==> src/rtl/uart_tx_arbiter.sv <==
// uart_tx_arbiter
//
// Round-robin arbiter that shares one uart_tx transmitter between several
// word producers. It captures one word at a time from the winning requester
// and offers it to the transmitter. It then follows the transmitter's ready
// signal to know when the word has been taken and the line is free again.
// A requester can lock ownership across consecutive words, so multi-byte
// messages are not interleaved with other requesters' words.
//
// Ports:
//   clock_i        single clock, shared with the uart_tx instance
//   reset_i        synchronous, active-high reset
//   req_valid_i    per-requester "has a word"
//   req_lock_i     per-requester "keep ownership for the next word", taken
//                  together with the accepted word
//   req_data_i     word of requester i at bits [i*width +: width]
//   req_ready_o    one-hot grant; a transfer happens when valid && ready
//   tx_ready_i     transmitter ready
//   tx_can_send_o  to transmitter can_send_next_word
//   tx_data_o      to transmitter data
//   busy_o         arbiter is not idle
//   owner_o        index of the last accepted requester
//   locked_o       ownership is held by owner_o

module uart_tx_arbiter #(
  parameter int num_requesters = 4,
  parameter int width          = 8,
  localparam int IdxW          = $clog2(num_requesters)
) (
  input  logic                             clock_i,
  input  logic                             reset_i,
  input  logic [num_requesters-1:0]        req_valid_i,
  input  logic [num_requesters-1:0]        req_lock_i,
  input  logic [num_requesters*width-1:0]  req_data_i,
  output logic [num_requesters-1:0]        req_ready_o,
  input  logic                             tx_ready_i,
  output logic                             tx_can_send_o,
  output logic [width-1:0]                 tx_data_o,
  output logic                             busy_o,
  output logic [IdxW-1:0]                  owner_o,
  output logic                             locked_o
);

  typedef enum logic [1:0] {
    IDLE,
    OFFER,
    BUSY
  } state_t;

  localparam logic [IdxW:0]   SumN    = (IdxW+1)'(num_requesters);
  localparam logic [IdxW-1:0] LastIdx = IdxW'(num_requesters - 1);

  state_t            state_q;
  logic              tx_can_send_q;
  logic [width-1:0]  tx_data_q;
  logic [IdxW-1:0]   owner_q;
  logic              locked_q;
  logic [IdxW-1:0]   ptr_q;
  logic [IdxW-1:0]   ptr_d;

  logic              grant_found;
  logic [IdxW-1:0]   grant_idx;
  logic [IdxW:0]     cand_sum;
  logic              accept;
  logic [width-1:0]  grant_data;

  // Candidate selection. While locked only the owner can be chosen, even if
  // it currently has no word. Otherwise the search walks upward from the
  // pointer; iterating from the farthest candidate down to the pointer
  // itself lets the nearest valid requester overwrite the earlier hits.
  always_comb begin
    grant_found = 1'b0;
    grant_idx   = '0;
    cand_sum    = '0;
    if (locked_q) begin
      grant_found = 1'b1;
      grant_idx   = owner_q;
    end else begin
      for (int k = num_requesters - 1; k >= 0; k--) begin
        cand_sum = {1'b0, ptr_q} + (IdxW+1)'(k);
        if (cand_sum >= SumN) begin
          cand_sum = cand_sum - SumN;
        end
        if (req_valid_i[cand_sum[IdxW-1:0]]) begin
          grant_found = 1'b1;
          grant_idx   = cand_sum[IdxW-1:0];
        end
      end
    end
  end

  // Grant is only advertised in IDLE while the transmitter reports ready.
  always_comb begin
    req_ready_o = '0;
    if ((state_q == IDLE) && tx_ready_i && grant_found) begin
      req_ready_o[grant_idx] = 1'b1;
    end
  end

  assign accept     = (state_q == IDLE) && tx_ready_i && grant_found && req_valid_i[grant_idx];
  assign grant_data = req_data_i[grant_idx*width +: width];
  assign ptr_d      = (grant_idx == LastIdx) ? '0 : grant_idx + IdxW'(1);

  // Main FSM. tx_can_send is held from acceptance until the transmitter is
  // seen not ready; this also covers the stop-bit countdown, during which
  // the transmitter reports ready but does not take a new word.
  always_ff @(posedge clock_i) begin
    if (reset_i) begin
      state_q       <= IDLE;
      tx_can_send_q <= 1'b0;
      tx_data_q     <= '0;
      owner_q       <= '0;
      locked_q      <= 1'b0;
      ptr_q         <= '0;
    end else begin
      unique case (state_q)
        IDLE: begin
          if (accept) begin
            tx_data_q     <= grant_data;
            owner_q       <= grant_idx;
            locked_q      <= req_lock_i[grant_idx];
            ptr_q         <= ptr_d;
            tx_can_send_q <= 1'b1;
            state_q       <= OFFER;
          end
        end
        OFFER: begin
          if (!tx_ready_i) begin
            tx_can_send_q <= 1'b0;
            state_q       <= BUSY;
          end
        end
        BUSY: begin
          if (tx_ready_i) begin
            state_q <= IDLE;
          end
        end
        default: begin
          tx_can_send_q <= 1'b0;
          state_q       <= IDLE;
        end
      endcase
    end
  end

  assign tx_can_send_o = tx_can_send_q;
  assign tx_data_o     = tx_data_q;
  assign busy_o        = (state_q != IDLE);
  assign owner_o       = owner_q;
  assign locked_o      = locked_q;

endmodule

==> config.mk <==
export PLATFORM = sky130hd
export DESIGN_NAME = uart_tx_arbiter
export DESIGN_NICKNAME = d
export VERILOG_FILES = /design/src/rtl/uart_tx_arbiter.sv
export SDC_FILE = /design/constraint.sdc
export NUM_CORES = 1
export LEC_CHECK = 0
export BUFFER_PORTS_ARGS = -buffer_cell sky130_fd_sc_hd__buf_2
export CAP_MARGIN = 20
export CORE_AREA = 2 2 59 61
export DETAILED_ROUTE_END_ITERATION = 8
export DIE_AREA = 0 0 61 63
export HOLD_SLACK_MARGIN = 0.05
export PLACE_DENSITY_LB_ADDON = 0.2
export REMOVE_ABC_BUFFERS = 1
export SYNTH_ARGS = -nofsm -noshare
export SYNTH_HDL_FRONTEND = slang
export SYNTH_SLANG_ARGS = --single-unit
export TNS_END_PERCENT = 1
==> constraint.sdc <==
create_clock -name clock_i -period 2.5 [get_ports clock_i]
set_clock_uncertainty 0.1 [all_clocks]
set_input_delay 0.25 -clock clock_i [delete_from_list [all_inputs] [get_ports clock_i]]
set_output_delay 0.25 -clock clock_i [all_outputs]
set_load 0.01 [all_outputs]
==> impl_metrics.json, run 1 <==
{
  "status": "complete, but fails checks",
  "violations": "setup timing",
  "syn_area_mm2": 0.001250,
  "worstMarginPinSlew_ns": 0.5344,
  "max_slew_margin_pct": 64.08,
  "setup_viol": 2,
  "hold_viol_final": 0,
  "route.detailed.drc": 0,
  "mostFrequentLayoutCells": "58 x buf_2, 18 x a211oi_1, 16 x buf_4, 14 x dfxtp_1",
  "min_from": "reset_i",
  "crit_fanout": 4,
  "cts_sinks": 16,
  "grt_pass1_vias": 1440,
  "wire_per_inst_um": 14.94,
  "min_period_ns": 2.537,
  "cts_tree": "built",
  "yosys_register_bits": 16,
  "diodes": 0,
  "overflow": 0,
  "cts_buffer_depth": 2,
  "ctsRootBufferMaster": "clkbuf_4",
  "nNetsFinal": 268,
  "max_freq_mhz": 394.2,
  "area_delta_synth_final_pct": 42.54,
  "fillers": 313,
  "dp_slack_ns": -0.03946,
  "critical_path.startpoint_type": "flop",
  "die_w_um": 61,
  "hold_path_class": "in -> reg",
  "final_util_pct": 55.13,
  "holdWs_ns": 0.1048,
  "ios": 60,
  "chipHeight_um": 63,
  "cts.clk_slew.worst_paths_ns": 0.10,
  "netlist-cell-type-count": 38,
  "yosysSeqAreaShare_pct": 25.63,
  "avgSynthCellArea_um2": 8.170,
  "vias": 1498,
  "yosysWarningCount": 0,
  "finalCritPeriodShare_pct": 101.5,
  "core-area_mm2": 0.003232,
  "row_count": 21,
  "numPortBuffers": 59,
  "antenna_found_initial": 0,
  "end_kind": "output port",
  "synthArstFlopShare_pct": 0,
  "p_leak_nw": 0.7948,
  "layout_commonest_cell": "buf_2",
  "first_pass_iters": 4,
  "crit_start": "ptr_q[1]",
  "grt_pass1_wl_um": 6465,
  "gp_congestion": 0.9312,
  "drtAntennaViolNets": 0,
  "htree_levels": 1,
  "clkLatencyLatePin_ns": 0.29,
  "ir_drop_mv": 0.5174,
  "cp_data_arrival_time_ns": 2.19,
  "maxCapViolCount": 0,
  "drive_gt1_share_pct": 44.09,
  "synth_edf_count": 0,
  "grt_max_degree": 22,
  "required_ns": 2.15,
  "netlist_instances": 153,
  "setup_slack_ns": -0.03701,
  "pwr_density_cell_mw_per_mm2": 1212,
  "numCtsBuffers": 3,
  "rsz0062_at_grt": "yes",
  "routed_wl_um": 3975,
  "path_class": "reg -> out",
  "dp_hpwl_um": 2899,
  "synth-main-ff-cell": "dfxtp_1",
  "grt_util_all_layers_pct": 21.72,
  "initial_core_util_pct": 38.68,
  "dieArea_mm2": 0.003843,
  "rr_startpoint": "ptr_q[1]",
  "drtIter0Drc": 59,
  "viasPerCell": 5.632,
  "slew_viol_final": 0
}
-- cell usage after synthesis, drive strengths merged, types with 3 or more instances --
cell type | instances | area (um2)
a211oi | 18 | 135.1
dfxtp | 16 | 320.3
clkbuf | 11 | 41.29
o31ai | 11 | 82.58
nor3b | 10 | 75.07
o21a | 10 | 75.07
o311ai | 9 | 78.83
nand2 | 7 | 28.78
inv | 6 | 22.52
a21oi | 5 | 25.02
and2 | 5 | 31.28
buf | 4 | 20.02
ha | 4 | 50.05
or2 | 4 | 25.02
nor2b | 3 | 18.77
nor3 | 3 | 15.01
o21ai | 3 | 15.01
-- area by class of cell --
class,count,area [um2],share of cell area [%]
clock buffers,4,36.28,2.037
inverters,6,22.52,1.264
multi-input cells,116,885.9,49.72
flip-flops and latches,16,325.3,18.26
well taps,46,57.56,3.230
repair buffers,78,454.2,25.49
-- per-stage QoR --
step                std cells  cell area [um2]  total power, mW  setup TNS [ns]
CTS                       266             1755            2.118        -0.02275
global route              266             1782            2.336         -0.3223
detailed placement        257             1647            1.814        -0.05554
global placement          257             1647            1.775               0
floorplan                 138             1189            1.219          -7.094
finish                    266             1782            2.159        -0.03768
-- sequential cells by signal, summed over array words and instances (netlist names) --
register,flops
state_q,2
ptr_q,2
tx_data_o,8
locked_o,1
owner_o,2
tx_can_send_o,1
-- power by group --
group | switching, mW | total (mW) | internal [mW]
registers | 0.0727 | 0.432 | 0.359
clock network | 0.0862 | 0.175 | 0.0887
logic | 0.849 | 1.55 | 0.702
-- cells by family after synthesis --
| family | Yosys count | synth area share (%) |
|---|---|---|
| AOI/OAI and AO/OA | 65 | 39.84 |
| adders and majority gates | 4 | 4.004 |
| muxes | 2 | 1.602 |
| buffers and inverters | 21 | 6.707 |
| xor gates and xnor gates | 1 | 0.7008 |
| DFF | 16 | 25.63 |
| and+or+nand+nor | 44 | 21.52 |
-- routing by layer --
layer  vias to the layer above  share of wire, %  global-route usage, %  wire [um]
met3                         4               4.0                  3.934        160
met2                        41                52                  38.17       2053
met1                       720                43                  26.59       1719
met5                         -                 0                      0          0
met4                         0               1.1                  4.891         42
li1                        733                 -                      -          -
-- worst paths after layout --
path                          to  depth (start not counted)  slack (ns)
hold / removal          ptr_q[0]                          2        0.10
hold reg to reg    tx_can_send_o                          2        0.35
setup / recovery  req_ready_o[1]                          9       -0.04
setup reg to reg        ptr_q[0]                          8        0.10
-- critical path, cell delays in order (launching register included) --
cell and delay (ns):
dfxtp_4 0.37, and3b_1 0.15, a211o_1 0.24, a221oi_2 0.35, or2_1 0.20, inv_2 0.06, buf_6 0.12, ha_4 0.14
and2_4 0.13, buf_6 0.11
-- repair_timing --
| item | 4_1_cts | 5_1_grt |
|---|---|---|
| hold buffers | 1 | 0 |
| buffers inserted | 4 | 0 |
| pin swaps | 4 | 6 |
| endpoints found under the hold margin | 1 | 0 |
| gates resized for setup | 8 | 7 |
| endpoints found under the setup margin | 8 | 18 |
Note: power is estimated with default switching activity, not from simulation.
==> run 2, diff against run 1 <==
- MAX_ROUTING_LAYER: unset -> met4
==> run 2 against run 1 <==
Compared with the run above: the run still ends with setup timing left; worst setup slack improved by 0.022 ns; non-clock buffer count grew 1; first-iteration DRC count fell by 17%; die area unchanged; total power is 0.14% higher; critical endpoint is now req_ready_o[2]; maximum frequency rose by 0.87%; via count increased by 1.2%; cell count increased by 0.38%; combinational power about the same; worst hold slack better by 0.0091 ns; critical path type unchanged; core utilization decreased by 0.23 points.
==> impl_metrics.json, run 2 (synthesized netlist as in run 1, its figures left out) <==
{
  "max_freq_mhz": 397.6,
  "pwr_density_cell_mw_per_mm2": 1218,
  "vias": 1516,
  "die_w_um": 61,
  "crit_fanout": 14,
  "stdcell_count": 267,
  "dp.cells": 257,
  "slew_viol_final": 0,
  "drtAntennaViolNets": 0,
  "core-area_mm2": 0.003232,
  "max_slew_margin_pct": 68.04,
  "initial_core_util_pct": 38.68,
  "mostFrequentLayoutCells": "58 x buf_2, 18 x a211oi_1, 17 x buf_4, 15 x dfxtp_1",
  "critical_path.startpoint_type": "flop",
  "numPortBuffers": 59,
  "gp_congestion": 0.9729,
  "multi_input_area_um2": 874.6,
  "cp_num_buf_inv": 2,
  "largest_reg_flops": 8,
  "drtIter0Drc": 49,
  "chipHeight_um": 63,
  "finalCritPeriodShare_pct": 100.6,
  "antenna_found_initial": 0,
  "first_pass_iters": 4,
  "cts_sinks": 16,
  "holdWs_ns": 0.1139,
  "fillers": 329,
  "grt_pass1_vias": 1479,
  "wire_per_inst_um": 15.15,
  "cpPeakStageDelay_ns": 0.36,
  "numCtsBuffers": 3,
  "p_leak_nw": 0.7967,
  "final_util_pct": 54.90,
  "area_delta_synth_final_pct": 41.94,
  "setup_tns_ns": -0.03193,
  "required_ns": 2.15,
  "path_class": "reg -> out",
  "ir_drop_mv": 0.4883,
  "setup_viol": 3,
  "route.detailed.drc": 0,
  "row_count": 21,
  "ctsRootBufferMaster": "clkbuf_4",
  "worstMarginPinSlew_ns": 0.4750,
  "hold_viol_final": 0,
  "hold_path_class": "in -> reg",
  "layout_commonest_cell": "buf_2",
  "drive_gt1_share_pct": 42.99,
  "cts_tree": "built",
  "cts.clk_slew.worst_paths_ns": 0.10,
  "end_kind": "output port",
  "violations": "setup timing",
  "cp_data_arrival_time_ns": 2.17,
  "htree_levels": 1,
  "p_total_mw": 2.162,
  "nNetsFinal": 269,
  "viasPerCell": 5.678,
  "grt_pass1_wl_um": 6693,
  "maxCapViolCount": 0,
  "dieArea_mm2": 0.003843,
  "min_period_ns": 2.515,
  "overflow": 0,
  "seqCellArea_um2": 321.6,
  "path_cells": "and3b_1 -> a211o_1 -> a221oi_4 -> or2_1 -> buf_6 -> ha_1 -> and2_1 -> buf_2",
  "cts_buffer_depth": 2,
  "routed_wl_um": 4046,
  "grt_max_degree": 21,
  "clkLatencyLatePin_ns": 0.30,
  "dp_hpwl_um": 2905,
  "dp_slack_ns": -0.02320,
  "setup_slack_ns": -0.01502,
  "rsz0062_at_grt": "yes",
  "diodes": 0,
  "status": "complete, but fails checks",
  "grt_util_all_layers_pct": 22.87,
  "place_area_mm2": 0.001647,
  "postLayoutCellArea_mm2": 0.001774,
  "crit_path_top_delay_cell": "dfxtp_2",
  "ios": 60,
  "critical-path-top-delay-family": "compound AO/OA/AOI/OAI gates"
}
[run 2: final cells by class]
class	count	share of cell area, %
sequential	16	18.12
multi-input combinational	116	49.29
clock buffer	4	2.045
inverter	6	1.269
tap	46	3.244
timing repair buffer	79	26.02
[run 2: where the power goes]
part           internal, mW  switching (mW)
sequential            0.355          0.0653
combinational         0.712           0.847
clock                0.0889          0.0930
[run 2: worst paths after layout]
path | from | depth (start not counted) | slack [ns] | to
worst max-delay path | ptr_q[1] | 8 | -0.02 | req_ready_o[2]
worst min-delay path | reset_i | 2 | 0.11 | tx_can_send_o
worst max register to register | ptr_q[1] | 8 | 0.13 | ptr_q[0]
worst min register to register | tx_can_send_o | 2 | 0.36 | tx_can_send_o
[run 2: repair_timing]
action / 4_1_cts / 5_1_grt
hold buffers: 1 / 0
resized for setup: 3 / 8
hold endpoints to repair: 1 / 0
buffers inserted: 2 / 3
endpoints found under the setup margin: 5 / 14
pin swaps: 4 / 3
[run 2: layer usage]
layer  track usage, %  wire (um)  share of wire, %  vias to the layer above
met5                -          0                 0                        -
met4            7.880         60               1.5                        0
met3            1.449        264               6.5                        5
met2            37.77       2015                50                       56
met1            28.86       1705                42                      722
li1                 -          -                 -                      733
==> run 3, diff against run 2 <==
- CORE_AREA: 2 2 59 61 -> 2 2 69 52
- DIE_AREA: 0 0 61 63 -> 0 0 71 54
==> run 3 against run 2 <==
Compared with the run above: the flow now finishes without violations; first-iteration DRC count is 22% lower; cell count is 3.0% lower; sequential share of layout area hardly changed; largest cell class unchanged; combinational power is 3% higher; critical path depth is 2 higher; count of clock-buffer cells in the layout stayed put.
==> impl_metrics.json, run 3 (synthesized netlist as in run 1, its figures left out) <==
{
  "status": "complete, no violations",
  "final_util_pct": 54.75,
  "finalCritPeriodShare_pct": 96.93,
  "slew_viol_final": 0,
  "critPathCapture": "owner_o[0]",
  "path_class": "reg -> reg",
  "viasPerCell": 5.649,
  "grt_pass1_wl_um": 6113,
  "routed_wl_um": 4017,
  "row_count": 18,
  "drtAntennaViolNets": 0,
  "worstReg2RegEnd": "owner_o[0]",
  "gp_congestion": 0.9056,
  "grt_util_all_layers_pct": 21.04,
  "crit_start": "ptr_q[1]",
  "cpPeakStageDelay_ns": 0.42,
  "dp.cells": 249,
  "p_leak_nw": 0.8006,
  "layout_commonest_cell": "buf_2",
  "rsz0062_at_grt": "yes",
  "grt_max_degree": 22,
  "overflow": 0,
  "place_area_mm2": 0.001624,
  "rr_startpoint": "ptr_q[1]",
  "hold_viol_final": 0,
  "cpMostUsedCell": "buf_4",
  "required_ns": 2.54,
  "initial_core_util_pct": 38.28,
  "dieArea_mm2": 0.003834,
  "cts.clk_slew.worst_paths_ns": 0.06,
  "ir_drop_mv": 0.4597,
  "pwr_density_cell_mw_per_mm2": 1261,
  "vias": 1463,
  "htree_levels": 1,
  "grt_pass1_vias": 1347,
  "ctsRootBufferMaster": "clkbuf_8",
  "holdWs_ns": 0.09982,
  "min_period_ns": 2.423,
  "antenna_found_initial": 0,
  "crit_path_top_delay_cell": "or3_1",
  "core-area_mm2": 0.003266,
  "end_kind": "flop",
  "nNetsFinal": 267,
  "rrSetupSlack_ns": 0.08,
  "seqCellArea_um2": 324.1,
  "setup_viol": 0,
  "postLayoutCellArea_mm2": 0.001788,
  "critical-path-top-delay-family": "compound AO/OA/AOI/OAI gates",
  "worstMarginPinSlew_ns": 0.4199,
  "drtIter0Drc": 38,
  "first_pass_iters": 4,
  "drive_gt1_share_pct": 42.92,
  "clkLatencyLatePin_ns": 0.25,
  "numCtsBuffers": 3,
  "cts_sinks": 16,
  "maxCapViolCount": 0,
  "multi_input_area_um2": 875.8,
  "crit_cells": 10,
  "cts_tree": "built",
  "cts_buffer_depth": 2,
  "numPortBuffers": 59,
  "diodes": 0,
  "chipHeight_um": 54,
  "largest_reg_flops": 8,
  "stdcell_count": 259,
  "path_cells": "buf_4 -> nand2_1 -> o21a_1 -> a221oi_2 -> buf_4 -> buf_12 -> o221a_1 -> buf_4 -> or3_1 -> a31o_2",
  "ios": 60,
  "die_w_um": 71,
  "critical_path.startpoint_type": "flop",
  "fillers": 310,
  "wire_per_inst_um": 15.51,
  "cp_data_arrival_time_ns": 2.47,
  "crit_fanout": 21,
  "area_delta_synth_final_pct": 43.04,
  "dp_hpwl_um": 2970,
  "p_total_mw": 2.255,
  "hold_path_class": "in -> reg",
  "cp_num_buf_inv": 4,
  "max_slew_margin_pct": 71.95,
  "route.detailed.drc": 0,
  "mostFrequentLayoutCells": "58 x buf_2, 18 x a211oi_1, 15 x dfxtp_1, 15 x buf_4",
  "ff2ff_path_depth": 10,
  "max_freq_mhz": 412.7,
  "cts_hold_buf": 0
}
-- run 3: changes by cell type in the layout (fill, tap and decap cells not counted), moves of 2 or more --
cell / before / now
buf_4: 17 / 15
clkbuf_8: 1 / 4
o311ai_1: 0 / 2
clkbuf_4: 3 / 0
o311ai_0: 9 / 7
-- run 3: worst register-to-register path, cell delays in order, from the launching register on --
cell,delay (ns)
dfxtp_4,0.35
buf_4,0.13
nand2_1,0.08
o21a_1,0.16
a221oi_2,0.07
buf_4,0.16
buf_12,0.15
o221a_1,0.26
buf_4,0.17
or3_1,0.42
a31o_2,0.27
-- run 3: per-stage QoR --
step	setup TNS (ns)	setup slack, ns
after floorplan	-7.094	-0.6959
after global placement	0	0.1277
after CTS	0	0.01809
after detailed placement	0	0.04661
final	0	0.07682
after global routing	-0.06006	-0.02651
-- run 3: area by class of cell --
| cell class | count | share of cell area, % |
|---|---|---|
| clock buffer | 4 | 3.079 |
| inverter | 6 | 1.260 |
| multi-input combinational | 116 | 48.99 |
| sequential | 16 | 18.12 |
| tap | 40 | 2.799 |
| timing repair buffer | 77 | 25.75 |
-- run 3: how the worst min path moves through the flow --
| stage | from | end | slack, ns | cells after the start |
|---|---|---|---|---|
| floorplan | reset_i | ptr_q[0] | 0.22 | 1 |
| global placement | tx_ready_i | state_q[1] | 0.35 | 2 |
| detailed placement | tx_can_send_o | tx_can_send_o | 0.35 | 2 |
| CTS | tx_ready_i | state_q[1] | 0.09 | 2 |
| global route | tx_ready_i | state_q[1] | 0.1 | 2 |
| finish | tx_ready_i | state_q[1] | 0.1 | 2 |
-- run 3: per-layer routing --
| metal | wire length (um) | vias up | track usage, % |
|---|---|---|---|
| met2 | 1931 | 49 | 34.74 |
| li1 | - | 732 | - |
| met5 | 0 | - | - |
| met3 | 233 | 2 | 4.120 |
| met4 | 14 | 0 | 5.031 |
| met1 | 1837 | 680 | 26.94 |
-- run 3: power breakdown --
part           internal [mW]  switching [mW]
clock                  0.140          0.0873
combinational          0.742           0.858
sequential             0.358          0.0701
-- run 3: timing repair --
item / 4_1_cts / 5_1_grt
setup buffers: 1 / 5
resized for setup: 1 / 16
setup endpoints to repair: 3 / 17
pin swaps: 2 / 3
